<file path="config.mk">
export PLATFORM = sky130hd
export DESIGN_NAME = ghash_sequencer
export DESIGN_NICKNAME = d
export VERILOG_FILES = /design/src/rtl/ghash_sequencer.sv
export SDC_FILE = /design/constraint.sdc
export NUM_CORES = 1
export LEC_CHECK = 0
export ABC_AREA = 1
export BUFFER_PORTS_ARGS = -buffer_cell sky130_fd_sc_hd__buf_2
export CAP_MARGIN = 20
export CORE_AREA = 4 4 352 354
export DETAILED_ROUTE_END_ITERATION = 8
export DIE_AREA = 0 0 356 358
export SLEW_MARGIN = 20
export SYNTH_ARGS = -nofsm -noshare
export SYNTH_HDL_FRONTEND = slang
export SYNTH_SLANG_ARGS = --single-unit
</file>
<file path="constraint.sdc">
create_clock -name clk -period 1.6 [get_ports clk]
set_input_delay 0.08 -clock clk [delete_from_list [all_inputs] [get_ports clk]]
set_output_delay 0.08 -clock clk [all_outputs]
set_load 0.05 [all_outputs]
</file>
<file path="src/rtl/ghash_sequencer.sv">
// ghash_sequencer: feeds AAD, ciphertext and length blocks through one
// shared serial GF(2^128) multiplier to accumulate the GCM GHASH.
module ghash_sequencer #(
   parameter int BLK_W       = 128,
   parameter int MUL_TIMEOUT = 200
) (
   input  logic             clk,
   input  logic             reset,
   input  logic [0:BLK_W-1] h_key,
   input  logic             msg_start,
   input  logic [63:0]      aad_bits,
   input  logic [63:0]      ct_bits,
   input  logic [0:BLK_W-1] blk_data,
   input  logic             blk_valid,
   input  logic             blk_last,
   output logic             blk_ready,
   output logic             mul_start,
   output logic [0:BLK_W-1] mul_x,
   output logic [0:BLK_W-1] mul_h,
   input  logic [0:BLK_W-1] mul_product,
   input  logic             mul_done,
   output logic [0:BLK_W-1] ghash_out,
   output logic             ghash_valid,
   output logic             busy,
   output logic             err_timeout
);

   localparam int CNT_W = $clog2(MUL_TIMEOUT + 1);

   typedef enum logic [2:0] {
      IDLE,
      WAIT_BLK,
      MUL,
      GAP,
      LEN_LOAD,
      DONE
   } state_t;

   state_t           state;
   logic [0:BLK_W-1] y;
   logic [63:0]      aad_r;
   logic [63:0]      ct_r;
   logic             last_flag;
   logic             len_phase;
   logic [CNT_W-1:0] tmo_cnt;

   always_ff @(posedge clk or negedge reset) begin
      if (!reset) begin
         state       <= IDLE;
         y           <= '0;
         aad_r       <= '0;
         ct_r        <= '0;
         last_flag   <= 1'b0;
         len_phase   <= 1'b0;
         tmo_cnt     <= '0;
         blk_ready   <= 1'b0;
         mul_start   <= 1'b0;
         mul_x       <= '0;
         mul_h       <= '0;
         ghash_out   <= '0;
         ghash_valid <= 1'b0;
         busy        <= 1'b0;
         err_timeout <= 1'b0;
      end else begin
         ghash_valid <= 1'b0;
         unique case (state)
            IDLE: begin
               if (msg_start) begin
                  mul_h       <= h_key;
                  aad_r       <= aad_bits;
                  ct_r        <= ct_bits;
                  y           <= '0;
                  len_phase   <= 1'b0;
                  err_timeout <= 1'b0;
                  busy        <= 1'b1;
                  // nothing to hash but the all-zero length block
                  if (aad_bits == '0 && ct_bits == '0) begin
                     state <= LEN_LOAD;
                  end else begin
                     blk_ready <= 1'b1;
                     state     <= WAIT_BLK;
                  end
               end
            end
            WAIT_BLK: begin
               if (blk_valid) begin
                  mul_x     <= y ^ blk_data;
                  last_flag <= blk_last;
                  blk_ready <= 1'b0;
                  mul_start <= 1'b1;
                  tmo_cnt   <= '0;
                  state     <= MUL;
               end
            end
            MUL: begin
               if (mul_done) begin
                  y         <= mul_product;
                  mul_start <= 1'b0;
                  state     <= GAP;
               end else if (tmo_cnt == CNT_W'(MUL_TIMEOUT - 1)) begin
                  err_timeout <= 1'b1;
                  mul_start   <= 1'b0;
                  busy        <= 1'b0;
                  state       <= IDLE;
               end else begin
                  tmo_cnt <= tmo_cnt + CNT_W'(1);
               end
            end
            GAP: begin
               // one idle cycle lets the multiplier drop done and reload
               if (len_phase) begin
                  ghash_out   <= y;
                  ghash_valid <= 1'b1;
                  state       <= DONE;
               end else if (last_flag) begin
                  state <= LEN_LOAD;
               end else begin
                  blk_ready <= 1'b1;
                  state     <= WAIT_BLK;
               end
            end
            LEN_LOAD: begin
               mul_x     <= y ^ {aad_r, ct_r};
               len_phase <= 1'b1;
               mul_start <= 1'b1;
               tmo_cnt   <= '0;
               state     <= MUL;
            end
            DONE: begin
               busy  <= 1'b0;
               state <= IDLE;
            end
            default: begin
               state <= IDLE;
            end
         endcase
      end
   end

endmodule
</file>
==> results of run 1 <==
-- metal layers --
layer	vias to the layer above	routed length (um)
li1	14066	-
met1	14711	53100
met2	1710	65400
met3	480	11900
met4	2	9120
met5	-	13
-- power groups by stage --
stage	clock, mW	sequential (mW)	combinational (mW)
floorplan	0	43.5	12.9
global placement	0	29.3	41.9
detailed placement	0	29.4	42.3
CTS	18.4	29.3	47.1
global route	19.1	30.4	54.5
finish	18.0	29.8	51.5
-- flip-flops by register name (all words and copies together), names as in the netlist --
name / flops
aad_r: 64
blk_ready: 1
busy: 1
ct_r: 64
err_timeout: 1
ghash_out: 128
ghash_valid: 1
last_flag: 1
len_phase: 1
mul_h: 128
mul_start: 1
mul_x: 128
state: 3
tmo_cnt: 8
y: 128
-- area by class of cell --
class / count / area, sq um
diodes: 8 / 20.0
clock buffers: 115 / 2360
clock inverters: 19 / 226
fillers: 11680 / 72900
inverters: 280 / 1100
multi-input cells: 2265 / 10900
flip-flops and latches: 658 / 16500
well taps: 1625 / 2030
repair buffers: 1758 / 15100
repair inverters: 2 / 38.8
-- cell usage after synthesis (2+ instances only) --
| library cell | count |
|---|---|
| nand2_1 | 1224 |
| dfrtp_1 | 658 |
| o21ai_0 | 329 |
| inv_1 | 273 |
| nor2_1 | 221 |
| nand3_1 | 134 |
| a31oi_1 | 129 |
| buf_2 | 114 |
| or2_0 | 103 |
| o21ai_1 | 63 |
| clkbuf_1 | 36 |
| or2_1 | 17 |
| buf_6 | 16 |
| buf_4 | 14 |
| or2_2 | 9 |
| inv_2 | 7 |
| a21oi_1 | 6 |
| nor2_2 | 5 |
| nand4_1 | 3 |
| nor3_1 | 3 |
| buf_1 | 2 |
| nand2_2 | 2 |
| nand2_4 | 2 |
| nor2_4 | 2 |
| o31ai_1 | 2 |
| xor2_1 | 2 |
-- logic make-up (layout without fill, tap and decap cells) --
kind of cell             Yosys count  after routing  synth area share
multiplexers                       1              1          0.000396
AO/OA/AOI/OAI                    530            530            0.0992
AND/OR/NAND/NOR                 1729           1730             0.248
XOR/XNOR                           3              3          0.000924
flip-flops                       658            658             0.579
buffers and inverters            462           2174            0.0720
adder cells (fa/ha/maj)            1              1          0.000440
other                              0              8                 0
-- through the flow --
stage,utilization,instance area (sq um)
2_1_floorplan,-,28500
3_3_place_gp,0.300,36400
3_5_place_dp,0.300,36400
4_1_cts,0.380,46000
5_1_grt,0.398,48200
6_report,0.398,48200
-- timing repair --
| item | CTS | global route |
|---|---|---|
| hold buffers | 514 | 1 |
| setup endpoints to repair | 641 | 656 |
| cloned | 34 | 49 |
| pin swaps | 27 | 37 |
| setup buffers | 44 | 18 |
| gates resized for setup | 162 | 305 |
| endpoints found under the hold margin | 1175 | 1 |
-- path summary, 6_finish.rpt --
| path | start | end | slack (ns) | depth (start not counted) |
|---|---|---|---|---|
| worst max-delay path | state[1] | ghash_out[68] | -0.21 | 11 |
| worst min-delay path | blk_data[108] | mul_x[108] | 0.009 | 7 |
| worst max register to register | state[1] | ghash_out[68] | -0.21 | 11 |
| worst min register to register | mul_h[84] | mul_h[84] | 0.47 | 2 |
| max in group asynchronous | reset | ghash_out[97] | 0.41 | 3 |
| min in group asynchronous | reset | busy | 0.14 | 3 |
-- critical path: stages, from the launching register on --
cell     delay, ns
dfrtp_1       0.41
buf_6         0.14
inv_6         0.04
nor3_4        0.20
inv_2         0.08
nor2_4        0.10
buf_12        0.16
inv_16        0.09
buf_12        0.16
buf_16        0.15
nand2_1       0.05
o21ai_0       0.08
==> impl_results.md, run 1 <==
- Area leader, netlist: dfrtp_1
- Die width: 356 um
- Tightest Pin Transition: 0.680 ns
- Nets: 5563
- Die height: 358 um
- Hold Vio Cnt, Final: 0
- Area growth from synthesis to layout: 69.5%
- Clk root buf: clkbuf_16
- Synth top area cells: dfrtp_1 (58%), nand2_1 (16%), o21ai_0 (5.8%)
- Status: finished, violations left
- Register bit total from synthesis: 658
- Max FO, Critical Path: 14
- Total number of vias: 31.0k
- Die Footprint: 0.127 sq mm
- Met3 Track Usage GR: 0.0491
- Crit. End Element: flip-flop
- First-pass GRT wire length: 189 mm
- Drt initial violations: 2411
- Synthesized net count: 3903
- Most common cell after layout, fill and taps aside: nand2_1
- IO Pins: 907
- Most used DFF post-synth: dfrtp_1
- DR pass1 iterations: 6
- Pins Over Slew Limit: 0
- Post-Synthesis Cells: 3384
- Post-route ant nets: 0
- Met2 Usage GRT: 0.322
- CP startpoint kind: flip-flop
- Gpl congestion: 0.927
- Layout cells sized above 1: 0.309
- Core Area: 0.121 sq mm
- Initial Util: 0.235
- Logic pwr share: 0.519
- Share of power burned in registers: 0.300
- Average size of a mapped cell: 8.41 sq um
- Remaining Overflow, GRT: 0
- Clk slew on worst S/H paths: 0.06 ns
- PortBufs: 906
- Count of different cell masters after synthesis: 34
- Post-placement cell count: 5935
- CP arrival: 2.34 ns
- Final setup vio count: 647
- TNS Setup: -68.72 ns
- Mapped Area: 0.0285 sq mm
- GRT busiest layer: met2
- Post-DP HPWL: 88.4 mm
- CTS tree: built
- # DRC: 0
- Max-cap viol count: 0
- Largest net degree at the start of global routing: 84
- Fin worst setup slack: -0.214 ns
- Min Hold Slack: 0.00857 ns
- Slew HR: 0.547
- Clock latency at the later pin of the worst-skew pair: 0.64 ns
- Internal Power: 51.8 mW
- Total clock sinks: 658
- Synth async-reset ratio: 1.00
- HP Class: primary input to flip-flop
- Period utilization: 1.13
- Crit Path Class: flip-flop to flip-flop
- Psw: 47.4 mW
- Worst EP required: 2.12 ns
- Share of the synthesized area in the top cell type: 0.579
- Initial antenna violation count: 12
- VDD IR max: 1.53 mV
- RSZ-0062 raised after global routing: true
- Clock Tree Buf Depth: 3
- Clock share of power: 0.182
- Violated checks: setup timing
- Fmax: 0.551 GHz
- Power Dens Cells: 2060 mW/mm^2
- Setup WS pre-CTS: -0.286 ns
- Sequential share of the synthesized area: 0.579
- CTS buffer count: 79
- Global Route Usage Sum: 0.195
- Leakage: 24.0 nW
- Total Wirelength: 140 mm
- Tot Pwr: 99.2 mW
- Vias in the first global route: 30.5k
- Setup Skew: 0.0290 ns
- Commonest non-fill, non-tap cells in the layout: nand2_1 (1123), buf_2 (904), dfrtp_1 (656), dlygate4sd3_1 (515), inv_1 (272)
- Sw frac: 0.477
- Cell Rows: 128
- H-tree depth: 3
- Final cell count without fillers: 6730
- Routed length per placed instance: 20.7 um
- Post-synth EDFFs: 0
- Met1 Usage GRT: 0.231
- Via-to-Cell Ratio: 4.60
- Tmin final: 1.81 ns
- Warnings from Yosys: 0
(Power assumes the default switching activity.)
==> run 2: changes to the inputs <==
CORE_AREA = 4 4 350 352   (was 4 4 352 354)
DIE_AREA = 0 0 354 356   (was 0 0 356 358)
==> run 2 against run 1 <==
Compared with the run above:
- the flow still finishes with violations (setup timing)
- sequential power about the same
- core utilization down 0.27 points
- total power down 0.98%
- non-clock buffer count down 25
- register-to-register slack better by 0.02 ns
- first-iteration DRC count up 8.8%
- sequential share of layout area up 0.73 points
- clock skew down 0.0060 ns
- largest power group unchanged
==> impl_results.md, run 2 (synthesis results as in run 1) <==
- CTS buffer count: 80 (was 79)
- Max-cap viol count: 0 (unchanged)
- Max FO, Critical Path: 17 (was 14)
- Area growth from synthesis to layout: 65.9% (was 69.5%)
- Hold Vio Cnt, Final: 0 (unchanged)
- Fmax: 0.557 GHz (was 0.551 GHz)
- Die height: 356 um (was 358 um)
- Die width: 354 um (was 356 um)
- Critical-path cell list: inv_2 -> nand2_2 -> nor2_4 -> buf_12 -> inv_12 -> nand2_8 -> buf_12 -> clkbuf_16 -> buf_12 -> nand3_1 -> o21ai_0 (was buf_6 -> inv_6 -> nor3_4 -> inv_2 -> nor2_4 -> buf_12 -> inv_16 -> buf_12 -> buf_16 -> nand2_1 -> o21ai_0)
- Setup slack, reg-to-reg: -0.19 ns (was -0.21 ns)
- VDD IR max: 1.28 mV (was 1.53 mV)
- Total Wirelength: 137 mm (was 140 mm)
- Clock latency at the later pin of the worst-skew pair: 0.65 ns (was 0.64 ns)
- First-pass GRT wire length: 184 mm (was 189 mm)
- Most common cell after layout, fill and taps aside: nand2_1 (unchanged)
- Clk root buf: clkbuf_16 (unchanged)
- WHS Path Cells: 7 (unchanged)
- Clock Tree Buf Depth: 3 (unchanged)
- Initial Util: 0.238 (was 0.235)
- CP startpoint kind: flip-flop (unchanged)
- Tmin final: 1.79 ns (was 1.81 ns)
- Final setup vio count: 606 (was 647)
- Setup WS pre-CTS: -0.456 ns (was -0.286 ns)
- Max stage delay on crit path: 0.47 ns (was 0.41 ns)
- Final Instance Area: 0.0472 sq mm (was 0.0482 sq mm)
- RSZ-0062 raised after global routing: true (unchanged)
- PortBufs: 906 (unchanged)
- Cell Rows: 127 (was 128)
- # DRC: 0 (unchanged)
- Setup Skew: 0.0230 ns (was 0.0290 ns)
- Gpl congestion: 0.930 (was 0.927)
- Crit Path Class: flip-flop to flip-flop (unchanged)
- Post-DP HPWL: 87.6 mm (was 88.4 mm)
- Vias in the first global route: 30.2k (was 30.5k)
- Slowest cell on crit path: dfrtp_2 (was dfrtp_1)
- Clk slew on worst S/H paths: 0.06 ns (about the same)
- Period utilization: 1.12 (was 1.13)
- Power Dens Cells: 2080 mW/mm^2 (was 2060 mW/mm^2)
- Fin worst setup slack: -0.194 ns (was -0.214 ns)
- CP arrival: 2.35 ns (was 2.34 ns)
- Status: finished, violations left (unchanged)
- Violated checks: setup timing (unchanged)
- Layout cells sized above 1: 0.298 (was 0.309)
- Routed length per placed instance: 20.4 um (was 20.7 um)
- Leakage: 23.6 nW (was 24.0 nW)
- TNS Setup: -51.66 ns (was -68.72 ns)
- Initial antenna violation count: 13 (was 12)
- Most frequent CP cell: buf_12 (unchanged)
- FF-to-FF Start: state[2] (was state[1])
- Area after DPL: 0.0365 sq mm (was 0.0364 sq mm)
- IO Pins: 907 (unchanged)
- CTS tree: built (unchanged)
- Remaining Overflow, GRT: 0 (unchanged)
- Pins Over Slew Limit: 0 (unchanged)
- Crit. End Element: flip-flop (unchanged)
- Reg-to-reg critical path endpoint: y[63] (was ghash_out[68])
- DR pass1 iterations: 6 (unchanged)
- Tightest Pin Transition: 0.511 ns (was 0.680 ns)
- Die Footprint: 0.126 sq mm (was 0.127 sq mm)
- Via-to-Cell Ratio: 4.58 (was 4.60)
- H-tree depth: 3 (unchanged)
- Commonest non-fill, non-tap cells in the layout: nand2_1 (1164), buf_2 (905), dfrtp_1 (657), dlygate4sd3_1 (512), inv_1 (272) (was nand2_1 (1123), buf_2 (904), dfrtp_1 (656), dlygate4sd3_1 (515), inv_1 (272))
- R2R depth: 11 (unchanged)
- Drt initial violations: 2622 (was 2411)
- Worst Hold End: mul_x[110] (was mul_x[108])
- Largest net degree at the start of global routing: 105 (was 84)
- Post-route ant nets: 0 (unchanged)
- HP Class: primary input to flip-flop (unchanged)
- Slew HR: 0.659 (was 0.547)
- Global Route Usage Sum: 0.190 (was 0.195)
- Total number of vias: 30.7k (was 31.0k)
- Hold Crit Start: blk_data[110] (was blk_data[108])
- Nets: 5539 (was 5563)
- Total clock sinks: 658 (unchanged)
- Worst EP required: 2.16 ns (was 2.12 ns)
- Core Area: 0.119 sq mm (was 0.121 sq mm)
## run 2: worst max-delay path, delay by kind of cell (launching register included)
family	cells	cell delay [ns]
DFF	1	0.47
and+or+nand+nor	4	0.37
AOI/OAI and AO/OA	1	0.09
buffers and inverters	6	0.75
## run 2: layer usage
| layer | global-route usage | routed length [um] | share of wire |
|---|---|---|---|
| met1 | 0.234 | 55200 | 0.40 |
| met2 | 0.305 | 62000 | 0.45 |
| met3 | 0.0433 | 11000 | 0.081 |
| met4 | 0.115 | 8280 | 0.061 |
| met5 | 0 | 27 | 0.00020 |
## run 2: final cells by class
type	instances	area (sq um)
fillers	11553	72100
multi-input cells	2264	10600
diodes	7	17.5
well taps	1612	2020
clock inverters	32	387
clock buffers	111	2300
flip-flops and latches	658	16500
repair buffers	1733	14300
inverters	280	1090
repair inverters	3	26.3
## run 2: worst max path at each step
stage	from	end	slack, ns	cells past startpoint
2_1_floorplan	state[2]	y[100]	0.1	8
3_3_place_gp	aad_bits[31]	blk_ready	-0.47	12
3_5_place_dp	aad_bits[31]	blk_ready	-0.46	12
4_1_cts	state[0]	mul_h[7]	-0.17	7
5_1_grt	state[1]	ghash_out[110]	-0.31	11
6_report	state[2]	y[63]	-0.19	11
## run 2: report_power, final
group          internal, mW  total, mW  switching [mW]
registers              24.3       29.6            5.32
clock network          11.1       18.9            7.79
logic                  15.9       49.8            33.9
## run 2: repair_timing
action / in CTS / in global routing
setup endpoints to repair: 643 / 654
hold buffers: 514 / 0
pin swaps: 4 / 9
cloned: 8 / 53
resized for setup: 85 / 267
buffers inserted: 6 / 40
hold endpoints to repair: 1173 / 0
## run 2: metrics by stage
step | cells | hold slack, ns | power (mW) | utilization
after global routing | 6698 | 0.0403 | 103 | 0.396
after CTS | 6603 | 0.00477 | 93.2 | 0.376
final | 6700 | 0.0679 | 98.3 | 0.396
after floorplan | 3384 | -0.216 | 56.3 | -
after global placement | 5932 | -0.0149 | 70.8 | 0.306
after detailed placement | 5932 | -0.0151 | 71.4 | 0.306
